$ cat src/rtl/div_seq_pkg.sv
// Shared CPU divider definitions: FSM state encodings and divide-by-zero result constants.
// Imported by the divider controller and the ALU.
package div_seq_pkg;

    typedef enum logic [2:0] {
        ST_IDLE = 3'd0,
        ST_PREP = 3'd1,
        ST_RUN  = 3'd2,
        ST_FIX  = 3'd3,
        ST_DONE = 3'd4
    } div_state_t;

    // Divide by zero: the quotient is filled with this bit (all ones);
    // the remainder passes the raw dividend through.
    localparam logic DIV0_QUO_BIT       = 1'b1;
    localparam logic DIV0_REM_DIVIDEND  = 1'b1;

endpackage

$ cat src/rtl/div_step.sv
// One restoring shift-subtract step of an unsigned divider (purely combinational).
module div_step #(
    parameter int WIDTH = 32
) (
    input  logic [WIDTH-1:0] rem_in,
    input  logic [WIDTH-1:0] quo_in,
    input  logic [WIDTH-1:0] divisor,
    output logic [WIDTH-1:0] rem_out,
    output logic [WIDTH-1:0] quo_out,
    output logic             q_bit
);

    logic [WIDTH:0] shifted;
    logic [WIDTH:0] diff;

    // The extra top bit of diff acts as the borrow: set means "restore".
    assign shifted = {rem_in, quo_in[WIDTH-1]};
    assign diff    = shifted - {1'b0, divisor};
    assign q_bit   = ~diff[WIDTH];
    assign rem_out = q_bit ? diff[WIDTH-1:0] : shifted[WIDTH-1:0];
    assign quo_out = {quo_in[WIDTH-2:0], q_bit};

endmodule

$ cat src/rtl/div_seq.sv
// Multi-cycle restoring divider for DIV/DIVU: IDLE -> PREP -> RUN x ITERS -> FIX -> DONE.
// Holds only the FSM, the iteration counter and the operand/result registers.
module div_seq
    import div_seq_pkg::*;
#(
    parameter int WIDTH = 32,
    parameter int ITERS = 32
) (
    input  logic             clk,
    input  logic             rst,
    input  logic             start,
    input  logic             is_signed,
    input  logic [WIDTH-1:0] dividend,
    input  logic [WIDTH-1:0] divisor,
    input  logic             abort,
    output logic             busy,
    output logic             done,
    output logic [WIDTH-1:0] quotient,
    output logic [WIDTH-1:0] remainder
);

    localparam int CNT_W = $clog2(ITERS) + 1;

    div_state_t state, state_nxt;

    logic [CNT_W-1:0] cnt;
    logic             sgn_r;
    logic [WIDTH-1:0] dvd_r;
    logic [WIDTH-1:0] dvs_r;
    logic [WIDTH-1:0] dvs_mag;
    logic [WIDTH-1:0] part_rem;
    logic [WIDTH-1:0] part_quo;
    logic             q_neg;
    logic             r_neg;
    logic [WIDTH-1:0] step_rem;
    logic [WIDTH-1:0] step_quo;
    logic             step_bit;
    logic             div_zero;

    function automatic logic [WIDTH-1:0] magnitude(input logic [WIDTH-1:0] x, input logic sgn);
        return (sgn && x[WIDTH-1]) ? -x : x;
    endfunction

    function automatic logic [WIDTH-1:0] apply_sign(input logic [WIDTH-1:0] mag, input logic neg);
        return neg ? -mag : mag;
    endfunction

    assign div_zero = (dvs_r == '0);

    div_step #(.WIDTH(WIDTH)) u_step (
        .rem_in  (part_rem),
        .quo_in  (part_quo),
        .divisor (dvs_mag),
        .rem_out (step_rem),
        .quo_out (step_quo),
        .q_bit   (step_bit)
    );

    always_ff @(posedge clk) begin
        if (rst) begin
            state <= ST_IDLE;
            busy  <= 1'b0;
        end else begin
            state <= state_nxt;
            busy  <= (state_nxt == ST_PREP) || (state_nxt == ST_RUN) || (state_nxt == ST_FIX);
        end
    end

    // Start wins over abort in IDLE/DONE; abort flushes PREP/RUN/FIX.
    always_comb begin
        state_nxt = state;
        unique case (state)
            ST_IDLE: if (start) state_nxt = ST_PREP;
            ST_PREP: begin
                if (abort)         state_nxt = ST_IDLE;
                else if (div_zero) state_nxt = ST_DONE;
                else               state_nxt = ST_RUN;
            end
            ST_RUN: begin
                if (abort)                           state_nxt = ST_IDLE;
                else if (cnt == CNT_W'(ITERS - 1))   state_nxt = ST_FIX;
            end
            ST_FIX:  state_nxt = abort ? ST_IDLE : ST_DONE;
            ST_DONE: state_nxt = start ? ST_PREP : ST_IDLE;
            default: state_nxt = ST_IDLE;
        endcase
    end

    assign done = (state == ST_DONE);

    always_ff @(posedge clk) begin
        if (rst) begin
            cnt       <= '0;
            sgn_r     <= 1'b0;
            dvd_r     <= '0;
            dvs_r     <= '0;
            dvs_mag   <= '0;
            part_rem  <= '0;
            part_quo  <= '0;
            q_neg     <= 1'b0;
            r_neg     <= 1'b0;
            quotient  <= '0;
            remainder <= '0;
        end else begin
            unique case (state)
                ST_IDLE, ST_DONE: begin
                    if (start) begin
                        sgn_r <= is_signed;
                        dvd_r <= dividend;
                        dvs_r <= divisor;
                    end
                end
                ST_PREP: begin
                    if (!abort) begin
                        q_neg    <= sgn_r & (dvd_r[WIDTH-1] ^ dvs_r[WIDTH-1]);
                        r_neg    <= sgn_r & dvd_r[WIDTH-1];
                        part_quo <= magnitude(dvd_r, sgn_r);
                        dvs_mag  <= magnitude(dvs_r, sgn_r);
                        part_rem <= '0;
                        cnt      <= '0;
                        if (div_zero) begin
                            quotient  <= {WIDTH{DIV0_QUO_BIT}};
                            remainder <= DIV0_REM_DIVIDEND ? dvd_r : '0;
                        end
                    end
                end
                ST_RUN: begin
                    part_rem <= step_rem;
                    part_quo <= step_quo;
                    cnt      <= cnt + 1'b1;
                end
                ST_FIX: begin
                    if (!abort) begin
                        quotient  <= apply_sign(part_quo, q_neg);
                        remainder <= apply_sign(part_rem, r_neg);
                    end
                end
                default: ;
            endcase
        end
    end

endmodule
$ cat config.mk
export PLATFORM = sky130hd
export DESIGN_NAME = div_seq
export DESIGN_NICKNAME = d
export VERILOG_FILES = /design/src/rtl/div_seq_pkg.sv /design/src/rtl/div_step.sv /design/src/rtl/div_seq.sv
export SDC_FILE = /design/constraint.sdc
export NUM_CORES = 1
export LEC_CHECK = 0
export CAP_MARGIN = 0
export CORE_ASPECT_RATIO = 0.75
export CORE_MARGIN = 5
export CORE_UTILIZATION = 54
export CTS_BUF_LIST = sky130_fd_sc_hd__clkbuf_8
export CTS_CLUSTER_DIAMETER = 150
export DETAILED_ROUTE_END_ITERATION = 6
export PLACE_DENSITY = 0.82
export SLEW_MARGIN = 30
export SYNTH_ARGS = -nofsm -noshare
export SYNTH_HDL_FRONTEND = slang
export SYNTH_SLANG_ARGS = --single-unit
$ cat constraint.sdc
create_clock -name clk -period 3.3 [get_ports clk]
set_input_delay 0.66 -clock clk [delete_from_list [all_inputs] [get_ports clk]]
set_output_delay 0.66 -clock clk [all_outputs]
set_load 0.005 [all_outputs]
==> flow_summary_export.csv, run 1 <==
group,metric,value,unit
clock_network,insertion_delay,0.54,ns
sta,finalHoldViolations,0,
synth,synth_async_sr_flop_share,0,%
finish,area_growth,20.15,%
finish,fillerInstances,2029,
synth,synth_top_cell_area_share,35.96,%
floorplanning,ioPinCount,135,
grt,grt_pass1_wl,61.02,mm
clock_network,clkSlewWorstSetupHoldPaths,0.07,ns
sta,timing.max_slew.rel_slack,41.78,%
sta,fin_worst_skew,0.02355,ns
floorplanning,die-height,145.4,um
finish,final_net_count,1905,
placed_design,finalWeightedCongestion,0.9321,
critical_path,cp.buffers_inverters,4,
power,power,7.216,mW
run_status,result_of_the_run,"complete, no violations",
detailed_routing,drt_drc_violations_left,0,
grt,grt_overflow_total,0,
power,pwr_density_cell,455.2,nW/um2
synth,dominantRegCellSynth,"dfxtp_1",
critical_path,maximum_fanout_along_the_worst_path,6,
flow_run,maxCapViolations,0,
synth,yosysSeqAreaShare,35.96,%
sta,timing.final.ws_setup,0.05969,ns
clock_network,clock_tree.root_cell,"clkbuf_8",
power,power.leakage,5.882,nW
detailed_routing,detail_route.first_pass.iterations,5,
finish,antenna_cells,0,
sta,timing_max_transition_violations_final,0,
critical_path,required_time_worst_endpoint,3.70,ns
synth,synthDominantAreaCellType,"dfxtp_1",
finish,post_route_cells_drive_above_1_share,8.484,%
floorplanning,core_region_area,24030,um2
synth,ys.warnings.count,0,
critical_path,critical_path.startpoint_type,"flop",
critical_path,cp_num_cells,14,
grt,grt_busiest_layer,"met1",
critical_path,timing.critical_path.slowest_stage_cell,"nor4b_4",
sta,timing.final.setup_violations,0,
grt,grt_util_met1,39.12,%
sta,max_clock_freq,308.6,MHz
synth,synth_most_common_cell,"nand2_1",
detailed_routing,postRouteAntennaNets,0,
critical_path,crit-reg2reg-launch,"part_quo[31]",
placed_design,portBuffers,134,
placed_design,hpwlAfterDp,26.78,mm
finish,layoutNonFillerInstCount,2158,
critical_path,worst_path_largest_cell_delay,0.41,ns
critical_path,timing.reg2reg.setup_slack,0.06,ns
clock_network,clock_tree_from_tritoncts,"built",
critical_path,critical_path.top_delay_family,"compound AO/OA/AOI/OAI gates",
grt,vias_in_the_first_global_route,11740,
detailed_routing,routed_via_density,5.979,
clock_network,postCtsHoldBufs,0,
placed_design,post_placement_setup_slack,0.03760,ns
sta,worst_slew_pin_slew,0.8686,ns
grt,use_met2,38.10,%
floorplanning,fp.dieArea,27690,um2
critical_path,critPathArrivalTime,3.64,ns
synth,synth_nets,1787,
critical_path,timing.setup.critical_path_class,"flop to flop",
clock_network,cts_buffer_depth,3,
critical_path,depth_of_the_most_critical_reg_to_reg_path,14,
critical_path,worst_path_cell_chain,"inv_4, ha_4, fa_2, nor2b_4, o31a_1, o21ai_4, a2111oi_4, nor4b_2, nor4b_4, buf_12, buf_2, buf_4, mux2i_1, o21ai_0",
sta,period_needed,3.240,ns
synth,synth_top_cells_by_area,"dfxtp_1 36%, nand2_1 8.4%, a21oi_1 7.1%",
clock_network,clock_sink_count,237,
synth,yosysUniqueCellTypes,74,
detailed_routing,routed_wire_length_per_instance,17.59,um
synth,mappedNetlistArea,13190,um2
detailed_routing,total_routed_length,37.96,mm
grt,grt_start_max_net_pins,111,
synth,number_of_flops_mapped_to_enable_cells_by_yosys,0,
detailed_routing,dr_total_vias,12900,
synth,postSynthAreaPerCell,7.853,um2
clock_network,htreeDepth,2,
sta,layout_worst_path_cycle_share,98.19,%
floorplanning,num_rows,49,
clock_network,numCtsBuffers,38,
synth,yosys_register_bits,237,
critical_path,endpoint_of_the_most_critical_register_to_register_path,"part_rem[20]",
sta,setup-tns-final,0,ns
synth,syn_inst,1680,
detailed_routing,dr.first_iter.drc_count,1302,
power,worst_vdd_drop,0.3397,mV
grt,grt_util_all_layers,26.07,%
critical_path,cp-endpoint,"part_rem[20]",
placed_design,placed_cells,2080,
floorplanning,die_width,190.5,um
critical_path,kind_of_capture_point_of_the_worst_setup_path,"flop",
critical_path,worstSetupStartpoint,"part_quo[31]",
min_path,worstHoldPathType,"primary input to flop",
floorplanning,initial_utilization,54.89,%
synth,synth_common_cells,"296 x nand2_1, 237 x dfxtp_1, 187 x a21oi_1, 144 x nor2_1, 94 x xor2_1",
grt,use_met3,5.420,%
grt,grt_antenna_before_repair,1,
==> worst reg2reg max path: cells and delay by family, from the launching register on <==
family,cells,cell delay (ns)
AO/OA/AOI/OAI,4,0.83
AND/OR/NAND/NOR,3,0.66
adder cells (fa/ha/maj),2,0.55
buffers and inverters,4,0.54
flip-flops,1,0.37
multiplexers,1,0.16
==> through the flow <==
step           instance area, um2  hold WS [ns]  util [%]
2_1_floorplan               13190        0.4319         -
4_1_cts                     15730        0.4123     65.46
3_3_place_gp                14880        0.4396     61.90
6_report                    15850        0.4429     65.96
5_1_grt                     15850        0.4321     65.96
3_5_place_dp                14880        0.4453     61.92
==> cells by family after synthesis <==
family	after synthesis	synth area share, %
compound gates	498	24.37
xor+xnor	140	9.294
fa+ha+maj	38	3.661
buf+inv	161	5.169
flops	237	35.96
mux	21	1.603
simple gates	585	19.94
==> layout by cell type (no fill, tap or decap), types with 46 or more instances in the layout <==
cell	instances
o21ai_0	80
nor2_1	142
dfxtp_1	235
a21oi_1	186
xnor2_1	46
clkbuf_8	55
nand2_1	295
inv_1	61
xor2_1	94
clkdlybuf4s50_1	133
==> worst min path at each step <==
stage | start | to | depth (start not counted)
2_1_floorplan | dvs_mag[17] | dvs_mag[17] | 2
3_3_place_gp | dvs_mag[17] | dvs_mag[17] | 2
3_5_place_dp | dvs_mag[31] | dvs_mag[31] | 2
4_1_cts | rst | dvd_r[19] | 2
5_1_grt | rst | dvd_r[2] | 2
6_report | rst | dvs_mag[0] | 2
==> layout make-up <==
| class | count | area (um2) | share of cell area, % |
|---|---|---|---|
| clock buffer | 55 | 757.0 | 4.775 |
| clock inverter | 14 | 61.31 | 0.3868 |
| tap | 331 | 414.1 | 2.613 |
| inverter | 53 | 201.4 | 1.271 |
| multi-input combinational | 1282 | 7866 | 49.62 |
| sequential | 237 | 4750 | 29.96 |
| timing repair buffer | 186 | 1802 | 11.37 |
==> power breakdown <==
| group | switching (mW) | internal (mW) | total, mW | leakage [nW] |
|---|---|---|---|---|
| Combinational | 0.826 | 0.654 | 1.48 | 3.50 |
| Sequential | 0.114 | 2.95 | 3.06 | 1.92 |
| Clock | 1.20 | 1.47 | 2.67 | 0.459 |
| Total | 2.14 | 5.08 | 7.22 | 5.88 |
==> per-layer routing <==
metal | routed length [um] | share of wire, %
met1 | 17630 | 46
met2 | 16160 | 43
met3 | 3278 | 8.6
met4 | 871 | 2.3
met5 | 13 | 0.034
==> what timing repair did <==
item,4_1_cts,5_1_grt
endpoints found under the setup margin,1,27
gates resized for setup,0,20
cloned,1,0
hold endpoints to repair,0,0
pin swaps,1,5
setup buffers,0,8
==> registers in the layout, summed over array words and instances (netlist names), 3 cells and up <==
| signal | count |
|---|---|
| cnt | 6 |
| part_rem | 32 |
| state | 3 |
| part_quo | 32 |
| remainder | 32 |
| dvs_r | 32 |
| dvd_r | 32 |
| dvs_mag | 32 |
| quotient | 32 |
Note: power is estimated with default switching activity, not from simulation.
==> run 2: changes to the inputs <==
Settings changed: DONT_BUFFER_PORTS from default to 1, PLACE_DENSITY 0.82 to 0.75, SETUP_SLACK_MARGIN from default to 0.1.
==> flow_summary_export.csv, run 2 (synthesis gave the netlist of run 1 again) <==
group,metric,value,unit
grt,vias_in_the_first_global_route,11110,
run_status,result_of_the_run,"complete, no violations",
critical_path,critPathArrivalTime,3.54,ns
power,switching_share,29.74,%
detailed_routing,postRouteAntennaNets,0,
power,worst_vdd_drop,0.3330,mV
sta,rsz_0062_raised_after_global_routing,"true",
min_path,worstHoldPathType,"primary input to flop",
critical_path,depth_of_the_most_critical_reg_to_reg_path,14,
critical_path,critical_path.startpoint_type,"flop",
sta,period_needed,3.098,ns
sta,worst_slew_pin_slew,0.8401,ns
finish,mostFrequentLayoutCell,"nand2_1",
min_path,hp-start,"rst",
grt,grt_antenna_before_repair,0,
sta,timing.max_slew.rel_slack,42.54,%
critical_path,kind_of_capture_point_of_the_worst_setup_path,"flop",
clock_network,clock_tree_from_tritoncts,"built",
sta,timing_max_transition_violations_final,0,
floorplanning,num_rows,49,
critical_path,worst_path_largest_cell_delay,0.38,ns
finish,final_net_count,1772,
clock_network,htreeDepth,2,
placed_design,finalWeightedCongestion,0.9342,
placed_design,portBuffers,0,
flow_run,maxCapViolations,0,
clock_network,cts_buffer_depth,3,
sta,fin_worst_skew,0.01799,ns
power,power.leakage,5.381,nW
clock_network,clock_sink_count,237,
critical_path,maximum_fanout_along_the_worst_path,13,
critical_path,worstSetupStartpoint,"part_quo[31]",
sta,timing.final.setup_violations,0,
detailed_routing,routed_via_density,6.044,
critical_path,timing.setup.critical_path_class,"flop to flop",
finish,post_route_cells_drive_above_1_share,8.683,%
power,power.switching,2.062,mW
critical_path,worst_path_cell_chain,"inv_1, ha_2, fa_2, nor2b_2, o31a_1, o21ai_4, a2111oi_4, buf_4, o2111ai_1, nor4b_4, bufbuf_16, nand3_1, o21ai_0, a221o_1",
min_path,whs_path_depth,1,
detailed_routing,detail_route.first_pass.iterations,5,
power,pwr_density_cell,479.9,nW/um2
finish,design_area,14440,um2
sta,setup-tns-final,0,ns
finish,fillerInstances,2224,
detailed_routing,dr_total_vias,12230,
critical_path,crit-reg2reg-launch,"part_quo[31]",
grt,grt_pass1_wl,59.68,mm
floorplanning,ioPinCount,135,
power,power.internal,4.869,mW
power,relative_contribution_of_combinational_cells_to_total_power,18.8,%
sta,layout_worst_path_cycle_share,93.88,%
clock_network,insertion_delay,0.55,ns
critical_path,required_time_worst_endpoint,3.74,ns
critical_path,timing.critical_path.slowest_stage_cell,"fa_2",
finish,most_frequent_cells_in_the_layout,"294 x nand2_1, 236 x dfxtp_1, 186 x a21oi_1",
finish,antenna_cells,0,
finish,area_growth,9.465,%
grt,grt_overflow_total,0,
detailed_routing,routed_wire_length_per_instance,18.40,um
grt,grt_util_all_layers,25.89,%
floorplanning,die_width,190.5,um
detailed_routing,dr.first_iter.drc_count,1226,
clock_network,clkSlewWorstSetupHoldPaths,0.06,ns
placed_design,hpwlAfterDp,26.60,mm
grt,grt_start_max_net_pins,208,
floorplanning,core_region_area,24030,um2
power,pwr-share-clk,37.0,%
sta,max_clock_freq,322.8,MHz
clock_network,postCtsHoldBufs,0,
floorplanning,die-height,145.4,um
detailed_routing,total_routed_length,37.24,mm
power,p_seq_share,44.3,%
clock_network,clock_tree.root_cell,"clkbuf_8",
clock_network,numCtsBuffers,40,
floorplanning,initial_utilization,54.89,%
sta,finalHoldViolations,0,
detailed_routing,drt_drc_violations_left,0,
power,power,6.931,mW
floorplanning,fp.dieArea,27690,um2
placed_design,postPlaceCellArea,13560,um2
==> run 2: cell count changes in the layout (fill, tap and decap cells not counted), moves of 2 or more <==
cell,before,now
clkdlybuf4s50_1,133,0
inv_1,61,67
clkbuf_8,55,50
buf_6,2,0
==> run 2: layer usage <==
| metal | share of wire (%) | track usage, % |
|---|---|---|
| met1 | 47 | 40.30 |
| met2 | 40 | 35.14 |
| met3 | 11 | 7.026 |
| met4 | 2.0 | 6.353 |
| met5 | 0 | 0 |
==> run 2: area by class of cell <==
class                   instances  area [um2]  share of cell area, %
flip-flops and latches        237        4746                  32.86
clock buffers                  50       688.2                  4.765
repair buffers                 51       457.9                  3.171
clock inverters                20       86.33                 0.5978
well taps                     331       414.1                  2.868
inverters                      53       198.9                  1.378
multi-input cells            1282        7850                  54.36
==> run 2: repair_timing <==
action,4_1_cts,5_1_grt
resized for setup,2,8
buffers inserted,1,2
endpoints found under the setup margin,1,24
cloned,1,0
pin swaps,2,5
==> run 2: worst paths after layout <==
check / end / slack (ns)
max: part_rem[29] / 0.20
min reg2reg: dvs_mag[17] / 0.45
min: dvs_r[29] / 0.19
max reg2reg: part_rem[29] / 0.20
==> run 2: power by group through the flow <==
stage,registers (mW),logic [mW],clock network (mW)
global route,3.08,1.42,2.74
detailed placement,3.13,1.21,0
CTS,3.07,1.26,2.62
finish,3.07,1.30,2.56
global placement,3.12,1.19,0
floorplan,3.08,0.958,0
==> run 2: metrics by stage <==
step           util, %  setup WS, ns  hold WS, ns  std cells
2_1_floorplan        -        0.3326       0.4319       1680
5_1_grt          60.09       0.05585       0.1560       2024
6_report         60.09        0.2020       0.1946       2024
3_5_place_dp     56.44        0.1211       0.4411       1950
4_1_cts          59.85        0.1030       0.1587       2022
3_3_place_gp     56.44        0.1921       0.4352       1950
==> run 2: critical path: cells and delay by family (launching register included) <==
family                     cells  cell delay (ns)
AOI/OAI and AO/OA              6             1.14
adders and majority gates      2             0.57
buffers and inverters          3             0.55
DFF                            1             0.34
and+or+nand+nor                3             0.38
==> run 3: changes to the inputs <==
Settings changed: CORE_UTILIZATION 54 to 60, PLACE_DENSITY 0.75 to 0.82.
==> flow_summary_export.csv, run 3 (synthesis gave the netlist of run 1 again) <==
group,metric,value,unit
detailed_routing,dr_total_vias,12450,
detailed_routing,total_routed_length,36.82,mm
detailed_routing,routed_via_density,6.291,
critical_path,worst_path_cell_chain,"inv_2, ha_4, fa_2, nor2b_2, o31a_1, o21ai_4, a2111oi_4, buf_4, o2111ai_1, nor4b_4, buf_4, buf_6, mux2_4, a22o_2",
power,relative_contribution_of_combinational_cells_to_total_power,18.3,%
critical_path,kind_of_capture_point_of_the_worst_setup_path,"flop",
critical_path,required_time_worst_endpoint,3.73,ns
power,power.leakage,5.355,nW
sta,worst_slew_pin_slew,0.7691,ns
power,pwr-share-clk,38.1,%
clock_network,numCtsBuffers,38,
detailed_routing,routed_wire_length_per_instance,18.60,um
grt,grt_start_max_net_pins,208,
critical_path,critical_path.startpoint_type,"flop",
min_path,worstHoldPathType,"primary input to flop",
sta,fin_worst_skew,0.008851,ns
critical_path,maximum_fanout_along_the_worst_path,3,
floorplanning,ioPinCount,135,
clock_network,clock_sink_count,237,
floorplanning,fp.dieArea,25080,um2
floorplanning,num_rows,47,
placed_design,postPlaceCellArea,13470,um2
power,switching_share,29.02,%
clock_network,htreeDepth,2,
finish,design_area,14390,um2
sta,finalHoldViolations,0,
power,power.internal,4.999,mW
grt,grt_antenna_before_repair,0,
sta,max_clock_freq,312.5,MHz
detailed_routing,dr.first_iter.drc_count,1269,
finish,antenna_cells,0,
critical_path,critPathArrivalTime,3.63,ns
placed_design,portBuffers,0,
detailed_routing,postRouteAntennaNets,0,
finish,fillerInstances,1895,
finish,final_net_count,1767,
finish,area_growth,9.057,%
clock_network,cts_buffer_depth,3,
sta,rsz_0062_raised_after_global_routing,"true",
grt,grt_util_all_layers,27.58,%
power,pwr_density_cell,489.5,nW/um2
run_status,failing_checks,"design-rule violations",
detailed_routing,detail_route.first_pass.iterations,7,
floorplanning,die_width,181.2,um
floorplanning,die-height,138.4,um
finish,mostFrequentLayoutCell,"nand2_1",
floorplanning,initial_utilization,60.31,%
sta,timing_max_transition_violations_final,0,
sta,layout_worst_path_cycle_share,96.97,%
grt,vias_in_the_first_global_route,11240,
sta,timing.final.setup_violations,0,
power,p_seq_share,43.6,%
detailed_routing,drt_drc_violations_left,2,
finish,post_route_cells_drive_above_1_share,8.605,%
clock_network,insertion_delay,0.53,ns
grt,grt_overflow_total,0,
grt,grt_pass1_wl,58.77,mm
finish,most_frequent_cells_in_the_layout,"295 x nand2_1, 234 x dfxtp_1, 185 x a21oi_1",
flow_run,maxCapViolations,0,
sta,hold_ws,0.2041,ns
clock_network,clock_tree_from_tritoncts,"built",
power,worst_vdd_drop,0.3749,mV
sta,period_needed,3.200,ns
clock_network,clock_tree.root_cell,"clkbuf_8",
critical_path,crit_top_cell,"buf_4",
placed_design,finalWeightedCongestion,0.9152,
critical_path,worst_path_largest_cell_delay,0.45,ns
sta,timing.max_slew.rel_slack,47.40,%
run_status,result_of_the_run,"finished, violations left",
critical_path,timing.setup.critical_path_class,"flop to flop",
placed_design,hpwlAfterDp,26.52,mm
floorplanning,core_region_area,21880,um2
power,power.switching,2.044,mW
critical_path,timing.reg2reg.setup_slack,0.10,ns
clock_network,clkSlewWorstSetupHoldPaths,0.06,ns
critical_path,timing.critical_path.slowest_stage_cell,"a2111oi_4",
[run 3: final timing paths]
path                start          end  cells after the start
max          part_quo[31]  part_rem[4]                     14
min                   rst     dvs_r[1]                      1
max reg2reg  part_quo[31]  part_rem[4]                     14
min reg2reg   dvs_mag[17]  dvs_mag[17]                      2
[run 3: metal layers]
layer	vias to the layer above	track usage, %	routed length, um
met1	5883	41.10	16970
li1	5928	-	-
met3	82	7.668	3869
met2	556	39.14	15100
met4	0	7.501	874
met5	-	0	0
[run 3: critical path: cells and delay by family (launching register included)]
kind | cells | cell delay (ns)
compound gates | 5 | 1.08
buf+inv | 4 | 0.53
fa+ha+maj | 2 | 0.53
flops | 1 | 0.34
simple gates | 2 | 0.33
mux | 1 | 0.28
[run 3: area by class of cell]
| class | instances | area, um2 | area share (%) |
|---|---|---|---|
| sequential | 237 | 4748 | 33.00 |
| inverter | 53 | 198.9 | 1.383 |
| tap | 294 | 367.9 | 2.557 |
| clock buffer | 50 | 688.2 | 4.783 |
| clock inverter | 15 | 113.9 | 0.7914 |
| timing repair buffer | 48 | 401.6 | 2.792 |
| multi-input combinational | 1282 | 7869 | 54.69 |
[run 3: repair_timing]
action	CTS	global route
buffers inserted	1	3
gates resized for setup	1	19
hold buffers	0	0
endpoints found under the hold margin	0	0
pin swaps	1	6
setup endpoints to repair	21	29
[run 3: power groups by stage]
stage | Clock, mW | Combinational (mW) | Sequential, mW
after floorplan | 0 | 0.958 | 3.08
after global placement | 0 | 1.16 | 3.12
after detailed placement | 0 | 1.18 | 3.13
after CTS | 2.71 | 1.20 | 3.07
after global routing | 2.84 | 1.40 | 3.08
final | 2.68 | 1.29 | 3.07
[run 3: metrics by stage]
step	setup slack, ns	utilization [%]	power (mW)	std cells	setup TNS, ns
after floorplan	0.3326	-	4.043	1680	0
after global placement	0.2133	61.58	4.285	1910	0
after detailed placement	0.07131	61.58	4.310	1910	0
after CTS	0.1012	65.29	6.975	1976	0
after global routing	-0.01016	65.77	7.322	1979	-0.01456
final	0.1001	65.77	7.043	1979	0
